File: src/rtl/spike_rate_decoder.sv
// Spike-rate decoder: counts rising edges of the neuron spike line over a fixed
// window of enabled cycles and publishes rate, running peak and a 7-seg digit.
module spike_rate_decoder #(
  parameter int WINDOW_CYCLES = 1000,
  parameter int RATE_W        = 8
) (
  input  logic              clk,
  input  logic              rst,
  input  logic              ena,
  input  logic              spike_in,
  input  logic              clear_peak,
  output logic [RATE_W-1:0] rate_out,
  output logic              rate_valid,
  output logic [RATE_W-1:0] peak_out,
  output logic              silent,
  output logic [6:0]        segments
);

  localparam int WIN_W = $clog2(WINDOW_CYCLES);
  localparam logic [WIN_W-1:0] WIN_LAST = WIN_W'(WINDOW_CYCLES - 1);

  logic [WIN_W-1:0]  win_cnt;
  logic [RATE_W-1:0] spk_cnt;
  logic              spike_q;

  logic              edge_p0;
  logic              win_close_p0;
  logic [RATE_W-1:0] total_p0;

  function automatic logic [RATE_W-1:0] sat_inc(input logic [RATE_W-1:0] cnt,
                                               input logic inc);
    if (inc && (cnt == {RATE_W{1'b1}}))
      return cnt;
    return cnt + RATE_W'(inc);
  endfunction

  function automatic logic [6:0] seg_encode(input logic [RATE_W-1:0] val);
    logic [3:0] nib;
    logic [6:0] pat;
    nib = val[3:0];
    case (nib)
      4'h0: pat = 7'h3F;
      4'h1: pat = 7'h06;
      4'h2: pat = 7'h5B;
      4'h3: pat = 7'h4F;
      4'h4: pat = 7'h66;
      4'h5: pat = 7'h6D;
      4'h6: pat = 7'h7D;
      4'h7: pat = 7'h07;
      4'h8: pat = 7'h7F;
      4'h9: pat = 7'h6F;
      4'hA: pat = 7'h77;
      4'hB: pat = 7'h7C;
      4'hC: pat = 7'h39;
      4'hD: pat = 7'h5E;
      4'hE: pat = 7'h79;
      default: pat = 7'h71;
    endcase
    if (int'(val) > 15)
      pat = 7'h40;
    return pat;
  endfunction

  // Stage p0: edge detect and the saturated count including this cycle's edge.
  // The edge on a closing cycle belongs to the closing window.
  always_comb begin
    edge_p0      = spike_in & ~spike_q;
    win_close_p0 = ena && (win_cnt == WIN_LAST);
    total_p0     = sat_inc(spk_cnt, edge_p0);
  end

  // Stage p1: window bookkeeping and registered outputs.
  always_ff @(posedge clk) begin
    if (rst) begin
      win_cnt    <= '0;
      spk_cnt    <= '0;
      spike_q    <= 1'b0;
      rate_out   <= '0;
      rate_valid <= 1'b0;
      peak_out   <= '0;
      silent     <= 1'b0;
      segments   <= 7'h3F;
    end else begin
      // spike_q tracks the line even while disabled, so a level already high
      // when ena rises is not mistaken for a fresh spike.
      spike_q    <= spike_in;
      rate_valid <= 1'b0;
      if (ena) begin
        if (win_close_p0) begin
          win_cnt    <= '0;
          spk_cnt    <= '0;
          rate_out   <= total_p0;
          rate_valid <= 1'b1;
          silent     <= (total_p0 == '0);
          segments   <= seg_encode(total_p0);
          if (total_p0 > peak_out)
            peak_out <= total_p0;
        end else begin
          win_cnt <= win_cnt + WIN_W'(1);
          spk_cnt <= total_p0;
        end
      end
      if (clear_peak)
        peak_out <= '0;
    end
  end

endmodule

File: config.mk
export PLATFORM = sky130hd
export DESIGN_NAME = spike_rate_decoder
export DESIGN_NICKNAME = d
export VERILOG_FILES = /design/src/rtl/spike_rate_decoder.sv
export SDC_FILE = /design/constraint.sdc
export NUM_CORES = 1
export LEC_CHECK = 0
export BUFFER_PORTS_ARGS = -buffer_cell sky130_fd_sc_hd__buf_4
export CAP_MARGIN = 20
export CELL_PAD_IN_SITES_DETAIL_PLACEMENT = 1
export CELL_PAD_IN_SITES_GLOBAL_PLACEMENT = 1
export CORE_UTILIZATION = 43
export CTS_CLUSTER_DIAMETER = 150
export CTS_CLUSTER_SIZE = 20
export DETAILED_ROUTE_END_ITERATION = 10
export PLACE_DENSITY = 0.82
export SLEW_MARGIN = 40
export SYNTH_ARGS = -nofsm -noshare
export SYNTH_HDL_FRONTEND = slang
export SYNTH_SLANG_ARGS = --single-unit
File: constraint.sdc
create_clock -name clk -period 3.7 [get_ports clk]
set_input_delay 0 -clock clk [delete_from_list [all_inputs] [get_ports clk]]
set_output_delay 0 -clock clk [all_outputs]
set_load 0.05 [all_outputs]
## Word level (Yosys, flattened, before mapping)

Memories as Yosys holds them, arrays and structs flattened.
Cells that the tools add are included.

- Output and inout bits: 25
- ROM bits: 112
- Logic and storage cells: 32
- Register bits: 44
- Memories kept: 1

Memory list:

| name | depth | bits a word | rd ports | clocked after Yosys merged registers in | write ports | line | text |
|---|---|---|---|---|---|---|---|
| (no name shown) | 16 | 7 | 1 | 0 | 0 | 41 | `case (nib)` |

- Order comparisons: 2
- Multiplexer cells: 7
- Bitwise gates (word level): 3
- Add/sub/neg operators: 2
- Equal/unequal tests: 2
- Reduce and logical (&&, ||, !) cells: 7

Operator list:

| cell | number |
|---|---|
| 8-bit two-way mux | 3 |
| 10-bit by 1-bit adder with 10-bit output, second input constant | 1 |
| 10-bit == test, second input constant | 1 |
| 10-bit two-way mux | 1 |
| 8-bit by 1-bit adder with 8-bit output | 1 |
| 8-bit == test, second input constant | 1 |
| 8-bit by 4-bit > comparator with 1-bit output, second input constant | 1 |
| 8-bit > comparator | 1 |
| 8-bit logical NOT | 1 |
| 7-bit two-way mux | 1 |
| 2-bit OR reduction | 2 |
| 3-bit AND reduction | 1 |
| 1-bit logical AND | 2 |
| 1-bit two-way mux | 2 |
| 1-bit NOT | 2 |
| 2-bit AND reduction | 1 |
| 1-bit AND | 1 |

## Logic depth before layout (Yosys ltp)

- Depth in word-level cells: 7
- Depth in mapped cells: 14

## Worst setup path after synthesis

Ideal clock, no wire load.

- Path kind: register to register
- Start point: reg spike_q
- End point: reg peak_out[1]
- Cell stages (with the launch flop): 15
- Data required time: 3.574 ns
- Setup slack: 0.573 ns
- Clock period less this slack: 3.127 ns
- Arrival: 3.001 ns
- Path through: dfxtp_1 -> and2b_1 -> ha_1 -> ha_1 -> and2_1 -> and3_1 -> a21oi_1 -> ha_1 -> and4_1 -> and3_1 -> and2_1 -> a221o_1 -> buf_6 -> mux2i_1 -> nor2_1

- Word-level cells in the longest chain between the ends: 7

RTL lines:

| what | line | text |
|---|---|---|
| start, declared | 24 | `logic spike_q;` |
| start signal, assigned | 86 | `spike_q <= spike_in;` |
| 1-bit NOT * | 67 | `edge_p0 = spike_in & ~spike_q;` |
| 1-bit AND * | 67 |  |
| parallel branches: the longest is 2 deep, another holds 8-bit by 1-bit adder with 8-bit output | -- |  |
| 8-bit two-way mux * | 34 | `return cnt + RATE_W'(inc);` |
| named net total_p0[6] | 28 | `logic [RATE_W-1:0] total_p0;` |
| 8-bit > comparator * | 96 | `if (total_p0 > peak_out)` |
| 3-bit AND reduction (no source line) * | -- |  |
| end signal, assigned | 97 | `peak_out <= total_p0;` |
| end, declared | 14 | `output logic [RATE_W-1:0] peak_out,` |

Mark *: on every way through the listed nets, which the timed path passes.
A chain may end at the register's enable or synchronous reset.

## Final worst setup path

- Start point: in spike_in
- End point: reg peak_out[1]

- Word-level cells in the longest chain between the ends: 6

RTL lines:

| what | line | text |
|---|---|---|
| start, declared | 10 | `input logic spike_in,` |
| 1-bit AND * | 67 |  |
| parallel branches: the longest is 2 deep, another holds 8-bit by 1-bit adder with 8-bit output | -- |  |
| 8-bit two-way mux * | 34 |  |
| named net total_p0[7] | 28 |  |
| 8-bit > comparator * | 96 |  |
| 3-bit AND reduction (no source line) * | -- |  |

Marked as above.

==> results by group <==
Drt
  – Routed WL: 5890 um
  – Residual DRC count: 0
  – Detailed Routing Iterations Pass 1: 4
  – Antenna-violating nets left: 0
  – Routed vias: 2028
  – DR WL/cell: 15.9 um
  – Vias per inst: 5.50
  – Iter 0 DRT Violations: 83

CTS
  – Clock Root Buffer: clkbuf_8
  – Sink Count: 44
  – Max Buffers Root-to-Sink: 2
  – CTS tree: done
  – Clock transition at path regs: 0.08 ns
  – # Post-CTS Setup Buffers: 0
  – TritonCTS Buffers: 5
  – CTS H-tree lvls: 2
  – Skew-Pair Late Insertion Delay: 0.30 ns

Floorplanning
  – DIE WIDTH: 75.0 um
  – Die Y: 75.0 um
  – Io pins: 30
  – Core Rows: 26
  – Core area: 5110 um^2
  – Initial Util: 0.448
  – Die area: 5620 um^2

Global route
  – Largest net degree at the start of global routing: 38
  – Vias in the first global route: 1942
  – GRT Total Usage: 0.222
  – Grt total ovfl: 0
  – Initial antenna violation count: 0
  – First-pass GRT wire length: 9340 um

Layout
  – Share of cells above drive strength 1: 0.174
  – Layout area overhead: 16.9%
  – Register Area: 881 um^2
  – Net count, final: 319
  – FILL cells: 632
  – Area occupied by multi-input gates: 1320 um^2
  – Antenna Diode Count: 0
  – Final cell count without fillers: 369

Critical path
  – CP Capture Type: register
  – CP Class: in -> reg
  – R2r setup slk: 0.30 ns
  – CP max FO: 9
  – Crit path launch type: primary input
  – Critical Path AT: 3.64 ns
  – Critical Path RT: 3.89 ns

Power
  – Peak VDD IR: 0.188 mV
  – Power per cell area: 313 nW/um^2
  – Cell leakage power: 0.00108 uW

Flow run
  – Max-Cap Viols: 0

STA
  – Min cycle time layout: 3.45 ns
  – Max Clock Freq: 290 MHz
  – Hold Vio Cnt, Final: 0
  – Period utilization: 0.932
  – Slew headroom: 0.602
  – RSZ-0062 raised after global routing: no
  – Final Setup Violations: 0
  – Final clock skew: 0.00812 ns
  – Worst-margin pin slew: 0.593 ns
  – Slew Viols, Final: 0
  – Final setup TNS: 0 ns

Synthesis
  – Syn Inst Count: 268
  – Syn. warnings: 0
  – Yosys cell types: 49
  – Sequential area share after synthesis: 0.385
  – Yosys reg bits: 44
  – Average cell area after synthesis: 8.54 um^2
  – Synth Net Count: 288
  – Post-Syn Area: 2290 um^2

Status
  – Status: finished, final reports clean

Place
  – DP Cell Count: 361
  – IO Port Bufs: 29
  – Final estimated routing congestion in global placement: 0.855
  – HPWL after detailed placement: 4320 um

Hold path
  – Hold Crit Class: in -> reg
==> timing repair <==
| item | 4_1_cts | 5_1_grt |
|---|---|---|
| hold endpoints to repair | 1 | 0 |
| gates resized for setup | 0 | 0 |
| hold buffers | 1 | 0 |
==> logic make-up (layout without fill, tap and decap cells) <==
group,Yosys count,in the layout,synth area share
flip-flops,44,44,0.385
XOR/XNOR,10,10,0.0383
adder cells (fa/ha/maj),15,15,0.0820
AND/OR/NAND/NOR,109,109,0.251
AO/OA/AOI/OAI,59,59,0.165
multiplexers,9,9,0.0393
buffers and inverters,22,53,0.0399
==> report_power, final <==
part / internal (uW) / switching (uW)
clock network: 128 / 169
registers: 477 / 2.98
logic: 22.6 / 37.9
total: 627 / 210
==> final cells by class <==
class | instances | share of cell area
timing repair buffer | 36 | 0.102
clock inverter | 2 | 0.00467
clock buffer | 5 | 0.0257
multi-input combinational | 202 | 0.492
tap | 70 | 0.0327
sequential | 44 | 0.329
inverter | 10 | 0.0140
==> worst max-delay path: stages <==
cell and delay (ns):
dlygate4sd3_1 0.54, buf_4 0.14, and2b_1 0.20, ha_1 0.22
and3_1 0.25, and3_1 0.21, a31oi_2 0.44, ha_1 0.33
and4_1 0.21, and3_1 0.19, and2_1 0.15, a221o_1 0.48
mux2i_1 0.23, nor2_1 0.05
==> routing by layer <==
metal	up-vias	global-route usage	part of all wire
met3	12	0.0469	0.028
met2	38	0.369	0.48
li1	1006	-	-
met4	0	0.0943	0.022
met5	-	0	0
met1	972	0.279	0.47
==> Yosys cell counts (all sizes together) <==
| cell | n | area share |
|---|---|---|
| o21ai | 10 | 0.022 |
| nor3b | 1 | 0.0033 |
| nor3 | 11 | 0.026 |
| nand4 | 2 | 0.0055 |
| a211oi | 4 | 0.015 |
| o211ai | 1 | 0.0033 |
| nor2 | 27 | 0.044 |
| nand2b | 8 | 0.022 |
| and2b | 1 | 0.0033 |
| and2 | 2 | 0.0055 |
| a221o | 1 | 0.0044 |
| xor2 | 7 | 0.027 |
| clkbuf | 8 | 0.013 |
| buf | 4 | 0.010 |
| a32oi | 2 | 0.0077 |
| nor4 | 3 | 0.011 |
| mux2i | 9 | 0.039 |
| clkinv | 1 | 0.0016 |
| or2b | 2 | 0.0066 |
| or3 | 1 | 0.0027 |
| inv | 9 | 0.015 |
| o311ai | 1 | 0.0038 |
| a21oi | 24 | 0.052 |
| nor2b | 1 | 0.0027 |
| xnor2 | 3 | 0.011 |
| nand2 | 23 | 0.038 |
| or2 | 1 | 0.0027 |
| o21bai | 1 | 0.0049 |
| a31oi | 7 | 0.025 |
| and3 | 7 | 0.021 |
| o21a | 1 | 0.0033 |
| nand3 | 15 | 0.033 |
| ha | 15 | 0.082 |
| and4 | 3 | 0.011 |
| dfxtp | 44 | 0.38 |
| o22ai | 1 | 0.0027 |
| o2bb2ai | 1 | 0.0038 |
| nand4bb | 1 | 0.012 |
| a221oi | 1 | 0.0038 |
| a21o | 4 | 0.013 |
==> cells in the final DEF (no fill, tap or decap), drive strengths merged, types with 3 or more instances in the layout <==
| cell type | synthesis | final |
|---|---|---|
| buf | 4 | 35 |
| ha | 15 | 15 |
| xor2 | 7 | 7 |
| nor2 | 27 | 27 |
| nor3 | 11 | 11 |
| nand2 | 23 | 23 |
| mux2i | 9 | 9 |
| nor4 | 3 | 3 |
| clkbuf | 8 | 5 |
| nand3 | 15 | 15 |
| a211oi | 4 | 4 |
| and3 | 7 | 7 |
| xnor2 | 3 | 3 |
| o21ai | 10 | 10 |
| a21oi | 24 | 24 |
| dfxtp | 44 | 44 |
| inv | 9 | 9 |
| a31oi | 7 | 7 |
| a21o | 4 | 4 |
| nand2b | 8 | 8 |
| and4 | 3 | 3 |
==> metrics by stage <==
| stage | hold WS (ns) | area [um^2] | utilization | power (uW) | setup WS (ns) |
|---|---|---|---|---|---|
| after floorplan | 0.128 | 2290 | - | 533 | 0.573 |
| after global placement | 0.228 | 2590 | 0.506 | 549 | 0.387 |
| after detailed placement | 0.237 | 2590 | 0.506 | 549 | 0.349 |
| after CTS | 0.0578 | 2680 | 0.524 | 844 | 0.265 |
| after global routing | 0.0625 | 2680 | 0.524 | 874 | 0.108 |
| final | 0.0598 | 2680 | 0.524 | 838 | 0.252 |
==> final timing paths <==
path	to	start	cells after the start
hold / removal	peak_out[4]$_SDFFE_PP0P_	clear_peak	3
hold reg to reg	rate_out[3]$_SDFFE_PP0P_	rate_out[3]$_SDFFE_PP0P_	2
setup / recovery	peak_out[1]$_SDFFE_PP0P_	spike_in	14
setup reg to reg	peak_out[1]$_SDFFE_PP0P_	spike_q$_SDFF_PP0_	12
==> registers in the layout (all words and copies together) (netlist names) <==
signal and flops:
peak_out 8, rate_out 8, rate_valid 1, segments 7, silent 1, spike_q 1
spk_cnt 8, win_cnt 10
No activity file was read; power rests on OpenSTA's default activity.
